==> src/rtl/spi_dac_wr_if.sv <==
// Bus between the channel sequencer and the DAC SPI write engine:
// start/select/sample inputs on one side, SPI pins and status on the other.
interface spi_dac_wr_if #(
    parameter int DATA_W = 12
);
    logic              strw_i;
    logic              selch_i;
    logic [DATA_W-1:0] data0_i;
    logic [DATA_W-1:0] data1_i;
    logic              sclk_o;
    logic              mosi_o;
    logic              cs_no;
    logic              busy_o;
    logic              eow_o;

    // Write engine side
    modport slave (
        input  strw_i, selch_i, data0_i, data1_i,
        output sclk_o, mosi_o, cs_no, busy_o, eow_o
    );

    // Sequencer side
    modport master (
        output strw_i, selch_i, data0_i, data1_i,
        input  sclk_o, mosi_o, cs_no, busy_o, eow_o
    );
endinterface

==> src/rtl/spi_dac_wr.sv <==
// SPI mode-0 write engine for the dual-channel 12-bit DAC. A strobe in IDLE
// captures a 16-bit command word {ch, unbuffered, 1x gain, active, sample},
// which is shifted out MSB first; a one-cycle end-of-word pulse closes the
// frame in the last cycle of the CS-high gap.
module spi_dac_wr #(
    parameter int CLK_DIV = 4,
    parameter int DATA_W  = 12
) (
    input  logic        clk_i,
    input  logic        rst_ni,
    spi_dac_wr_if.slave bus
);
    localparam int         FRAME_W = 16;
    localparam logic [7:0] RELOAD  = 8'(CLK_DIV - 1);

    typedef enum logic [2:0] {IDLE, SETUP, HIGH, LOW, GAP} state_t;

    state_t               state, state_next;
    logic [7:0]           cnt, cnt_next;
    logic [3:0]           bits, bits_next;
    logic [FRAME_W-1:0]   shreg, shreg_next;
    logic [DATA_W-1:0]    sample;
    logic                 active_next;

    assign sample = bus.selch_i ? bus.data1_i : bus.data0_i;

    // State, half-period counter, bit counter and shift register
    always_ff @(posedge clk_i or negedge rst_ni) begin
        if (!rst_ni) begin
            state <= IDLE;
            cnt   <= '0;
            bits  <= '0;
            shreg <= '0;
        end else begin
            state <= state_next;
            cnt   <= cnt_next;
            bits  <= bits_next;
            shreg <= shreg_next;
        end
    end

    // Next-state logic; the bit counter starts at 0 and wraps on the first
    // HIGH->LOW, so reaching 0 again after a HIGH marks the 16th bit
    always_comb begin
        state_next = state;
        cnt_next   = cnt;
        bits_next  = bits;
        shreg_next = shreg;
        case (state)
            IDLE: begin
                if (bus.strw_i) begin
                    state_next = SETUP;
                    cnt_next   = RELOAD;
                    bits_next  = '0;
                    shreg_next = {bus.selch_i, 1'b0, 1'b1, 1'b1, sample};
                end
            end
            SETUP: begin
                if (cnt == 8'd0) begin
                    state_next = HIGH;
                    cnt_next   = RELOAD;
                end else begin
                    cnt_next = cnt - 8'd1;
                end
            end
            HIGH: begin
                if (cnt == 8'd0) begin
                    state_next = LOW;
                    cnt_next   = RELOAD;
                    bits_next  = bits - 4'd1;
                    shreg_next = {shreg[FRAME_W-2:0], 1'b0};
                end else begin
                    cnt_next = cnt - 8'd1;
                end
            end
            LOW: begin
                if (cnt == 8'd0) begin
                    state_next = (bits != 4'd0) ? HIGH : GAP;
                    cnt_next   = RELOAD;
                end else begin
                    cnt_next = cnt - 8'd1;
                end
            end
            GAP: begin
                if (cnt == 8'd0) begin
                    state_next = IDLE;
                    cnt_next   = '0;
                end else begin
                    cnt_next = cnt - 8'd1;
                end
            end
            default: begin
                state_next = IDLE;
                cnt_next   = '0;
                bits_next  = '0;
            end
        endcase
    end

    assign active_next = (state_next == SETUP) || (state_next == HIGH) ||
                         (state_next == LOW);

    // Outputs registered from the next state so they align with the state
    // register; after 16 shifts the register holds zeros, so MOSI idles low
    always_ff @(posedge clk_i or negedge rst_ni) begin
        if (!rst_ni) begin
            bus.cs_no  <= 1'b1;
            bus.sclk_o <= 1'b0;
            bus.mosi_o <= 1'b0;
            bus.busy_o <= 1'b0;
            bus.eow_o  <= 1'b0;
        end else begin
            bus.cs_no  <= !active_next;
            bus.sclk_o <= (state_next == HIGH);
            bus.mosi_o <= active_next && shreg_next[FRAME_W-1];
            bus.busy_o <= (state_next != IDLE);
            bus.eow_o  <= (state_next == GAP) && (cnt_next == 8'd0);
        end
    end
endmodule

==> src/flat_wrapper.sv <==
// flat-port wrapper written by rule: the top's interface ports become plain ports
module spi_dac_wr_flat 
#(
    parameter int CLK_DIV = 4,
    parameter int DATA_W  = 12
)
  (clk_i, rst_ni, bus_strw_i, bus_selch_i, bus_data0_i, bus_data1_i, bus_sclk_o, bus_mosi_o, bus_cs_no, bus_busy_o, bus_eow_o);
  spi_dac_wr_if #(.DATA_W(DATA_W)) bus_i ();
  input  logic clk_i;
  input  logic rst_ni;
  input wire logic [$bits(bus_i.strw_i)-1:0] bus_strw_i;
  input wire logic [$bits(bus_i.selch_i)-1:0] bus_selch_i;
  input wire logic [$bits(bus_i.data0_i)-1:0] bus_data0_i;
  input wire logic [$bits(bus_i.data1_i)-1:0] bus_data1_i;
  output wire logic [$bits(bus_i.sclk_o)-1:0] bus_sclk_o;
  output wire logic [$bits(bus_i.mosi_o)-1:0] bus_mosi_o;
  output wire logic [$bits(bus_i.cs_no)-1:0] bus_cs_no;
  output wire logic [$bits(bus_i.busy_o)-1:0] bus_busy_o;
  output wire logic [$bits(bus_i.eow_o)-1:0] bus_eow_o;
  assign bus_i.strw_i = bus_strw_i;
  assign bus_i.selch_i = bus_selch_i;
  assign bus_i.data0_i = bus_data0_i;
  assign bus_i.data1_i = bus_data1_i;
  assign bus_sclk_o = bus_i.sclk_o;
  assign bus_mosi_o = bus_i.mosi_o;
  assign bus_cs_no = bus_i.cs_no;
  assign bus_busy_o = bus_i.busy_o;
  assign bus_eow_o = bus_i.eow_o;
  spi_dac_wr #(.CLK_DIV(CLK_DIV), .DATA_W(DATA_W)) u_core (.clk_i(clk_i), .rst_ni(rst_ni), .bus(bus_i));
endmodule
==> config.mk <==
export PLATFORM = sky130hd
export DESIGN_NAME = spi_dac_wr_flat
export DESIGN_NICKNAME = d
export VERILOG_FILES = /design/src/rtl/spi_dac_wr_if.sv /design/src/rtl/spi_dac_wr.sv /design/src/flat_wrapper.sv
export SDC_FILE = /design/constraint.sdc
export NUM_CORES = 1
export LEC_CHECK = 0
export ABC_AREA = 1
export CORE_ASPECT_RATIO = 2
export CORE_MARGIN = 5
export CORE_UTILIZATION = 57
export DETAILED_ROUTE_END_ITERATION = 6
export DONT_BUFFER_PORTS = 1
export GPL_TIMING_DRIVEN = 0
export PLACE_DENSITY = 0.75
export SLEW_MARGIN = 10
export SYNTH_ARGS = -nofsm -noshare
export SYNTH_HDL_FRONTEND = slang
export SYNTH_SLANG_ARGS = --single-unit
==> constraint.sdc <==
create_clock -name clk_i -period 1.5 [get_ports clk_i]
set_input_delay 0.3 -clock clk_i [delete_from_list [all_inputs] [get_ports clk_i]]
set_output_delay 0.3 -clock clk_i [all_outputs]
set_load 0.02 [all_outputs]
==> flow_summary_export.csv <==
group,metric,value,unit
logic_synthesis,syn-num-nets,293,
timing,setup_viol,1,
timing,max_slew_margin,0.733,
clock_tree,clkSlewWorstSetupHoldPaths,70,ps
grt,grt_pass1_wl,7450,um
logic_synthesis,ys_seq_area_frac,0.436,
timing,slew_violations,0,
drt,wl_per_cell,13.5,um
hold_path,hold_class,"in -> reg",
clock_tree,clock-sinks,36,
clock_tree,cts_buffers,5,
die,coreArea,3570,um^2
drt,drt_iter0_markers,19,
grt,grt_overflow,0,
grt,track_usage,0.199,
die,pin_count,33,
drt,drt-pass1-iter-count,4,
setup_path,critPathArrivalTime,1740,ps
setup_path,path_cells,"nor2_4, nand2_4, nor2_8, nand2_4, nand2_4, nand2_4, nor2_8, nand3_2, nor2_1",
drt,via_per_inst,5.24,
layout,stdcell_area,2690,um^2
grt,grt_use_met1,0.196,
setup_path,crit_required,1720,ps
logic_synthesis,syn_inst,261,
timing,period_share,1.01,
grt,grt.busiest_layer,"met2",
setup_path,crit_buf_inv,0,
placement,dp_worst_setup_slack,-183,ps
drt,antenna_left,0,
clock_tree,clockBufferDepth,2,
logic_synthesis,yosys-top-cells-area,"dfrtp_1, nand2_1, inv_1",
power,p_per_area,2120,nW/um^2
layout,nFillCells,254,
logic_synthesis,ys_types,32,
setup_path,path_class,"reg -> reg",
outcome,status,"complete, but fails checks",
logic_synthesis,synth_area,2070,um^2
layout,drive_above_1_share,0.353,
power,power.total,0.00569,W
clock_tree,clk_latency,290,ps
grt,gr-usage-met3,0.0282,
timing,layout_min_cycle_time,1520,ps
drt,route.detailed.drc,0,
timing,rsz0062_at_grt,"true",
clock_tree,cts_max_level,2,
layout,areaGrowthSynthToFinish,29.9,%
layout,n_antenna_cell,0,
placement,gp_congestion,0.886,
setup_path,crit_family,"simple AND/OR/NAND/NOR gates",
drt,routed_wl,4650,um
logic_synthesis,ys_ff_latch,36,
timing,setup_ws,-18.4,ps
run,max-cap-violations,0,
die,dieHeight,95.2,um
logic_synthesis,synth_top_area_frac,0.423,
grt,antenna_found_initial,0,
placement,dpl_cell_area,2140,um^2
setup_path,start_kind,"register",
timing,worst-slew-pin-transition,400,ps
layout,finalNetCount,326,
logic_synthesis,yosysWarnings,0,
setup_path,endpoint_kind,"register",
clock_tree,cts_tree,"done",
layout,multi_input_area,1200,um^2
setup_path,slowest_delay,450,ps
grt,grt_max_degree,37,
timing,finClkSkew,5.15,ps
die,start_util,0.580,
logic_synthesis,synth_largest_area_cell,"dfrtp_1",
timing,whs,194,ps
outcome,violations,"negative setup slack",
drt,num_vias,1802,
setup_path,slowest_stage,"dfrtp_2",
timing,fmax,659,MHz
placement,port_buffers,0,
die,die_area,5010,um^2
setup_path,cp_common_cell,"nand2_4",
layout,seqCellArea,906,um^2
grt,grt_pass1_vias,1774,
power,worst_ir_drop_vdd,1.50,mV
die,rows,31,
grt,grt_use_met2,0.365,
timing,hold_violations,0,
setup_path,cp_max_fo,7,
die,die_x,52.6,um
logic_synthesis,syn_avg_cell_area,7.93,um^2
placement,dp_hpwl,3120,um
clock_tree,cts_root_buf,"clkbuf_8",
power,p_leak,1.36,nW
==> cell usage after synthesis (all sizes together) <==
library cell  count
dfstp             1
xor2              3
nor2             27
a21oi             7
or2               1
ha                4
clkbuf            2
nand3b            2
buf               3
o221ai           11
o211ai            1
inv              42
o32ai             1
o21bai            1
nand4             3
o22ai             2
dfrtp            35
o21ai            12
nand2            91
nand3            11
nor3b             1
==> kinds of logic after synthesis <==
logic type / count (synthesis) / synth area share
compound gates: 35 / 0.121
fa+ha+maj: 4 / 0.0242
flops: 36 / 0.436
simple gates: 136 / 0.319
buf+inv: 47 / 0.0871
xor+xnor: 3 / 0.0127
==> worst paths after layout <==
check                                  from                 to  slack, ps  cells after the start
min reg2reg                u_core.shreg[12]   u_core.shreg[12]        500                      2
max reg2reg                   u_core.cnt[2]   u_core.bus.eow_o        -20                      9
min                              bus_strw_i      u_core.cnt[5]        190                      3
max in group asynchronous            rst_ni   u_core.bus.cs_no        800                      2
min in group asynchronous            rst_ni  u_core.bus.sclk_o        440                      2
max                           u_core.cnt[2]   u_core.bus.eow_o        -20                      9
==> layout by cell type, fill, tap and decap left out, types with 4 or more instances in the layout <==
cell,instances
buf_4,22
buf_6,4
clkbuf_8,5
dfrtp_1,32
inv_1,30
inv_2,12
nand2_1,76
nand2_2,6
nand2_4,9
nand3_1,8
nor2_1,16
nor2_4,7
o21ai_0,9
o221ai_2,11
==> report_power, final <==
group | switching, W | internal (W) | leakage [nW] | total [W]
Sequential | 0.000295 | 0.00141 | 0.442 | 0.00171
Clock | 0.000355 | 0.000492 | 0.0541 | 0.000847
Combinational | 0.00183 | 0.00130 | 0.861 | 0.00314
Total | 0.00248 | 0.00321 | 1.36 | 0.00569
==> stage by stage <==
step	cells	TNS, ps	util
2_1_floorplan	261	0	-
3_3_place_gp	310	-2330	0.599
3_5_place_dp	310	-2400	0.599
4_1_cts	332	-11.4	0.697
5_1_grt	344	-1070	0.754
6_report	344	-18.4	0.754
==> worst min-delay path, stage by stage <==
cell and delay (ps):
nor2_4 30, nand2_1 50, nand2_1 60
==> routing by layer <==
| metal | share of wire | routed length (um) |
|---|---|---|
| met1 | 0.34 | 1560 |
| met2 | 0.57 | 2650 |
| met3 | 0.047 | 219 |
| met4 | 0.045 | 207 |
| met5 | 0 | 0 |
==> sequential cells by signal, indices dropped and copies added, names as in the netlist <==
signal and flops:
u_core.bus.cs_no 1, u_core.cnt 8, u_core.bits 4, u_core.shreg 16, u_core.bus.sclk_o 1, u_core.bus.busy_o 1
u_core.state 3, u_core.bus.eow_o 1, u_core.bus.mosi_o 1
==> area by class of cell <==
| cell class | instances | area share |
|---|---|---|
| multi-input combinational | 178 | 0.446 |
| sequential | 36 | 0.337 |
| timing repair buffer | 26 | 0.0810 |
| inverter | 42 | 0.0586 |
| clock buffer | 5 | 0.0256 |
| tap | 49 | 0.0228 |
| clock inverter | 3 | 0.0158 |
| buffer | 5 | 0.0130 |
==> timing repair <==
item                       in CTS  in global routing
setup endpoints to repair      19                 24
cloned                          0                  1
gates resized for setup        31                 29
hold buffers                    2                  0
buffers inserted               12                 11
hold endpoints to repair       36                  0
pin swaps                      10                 12
(Power assumes the default switching activity.)
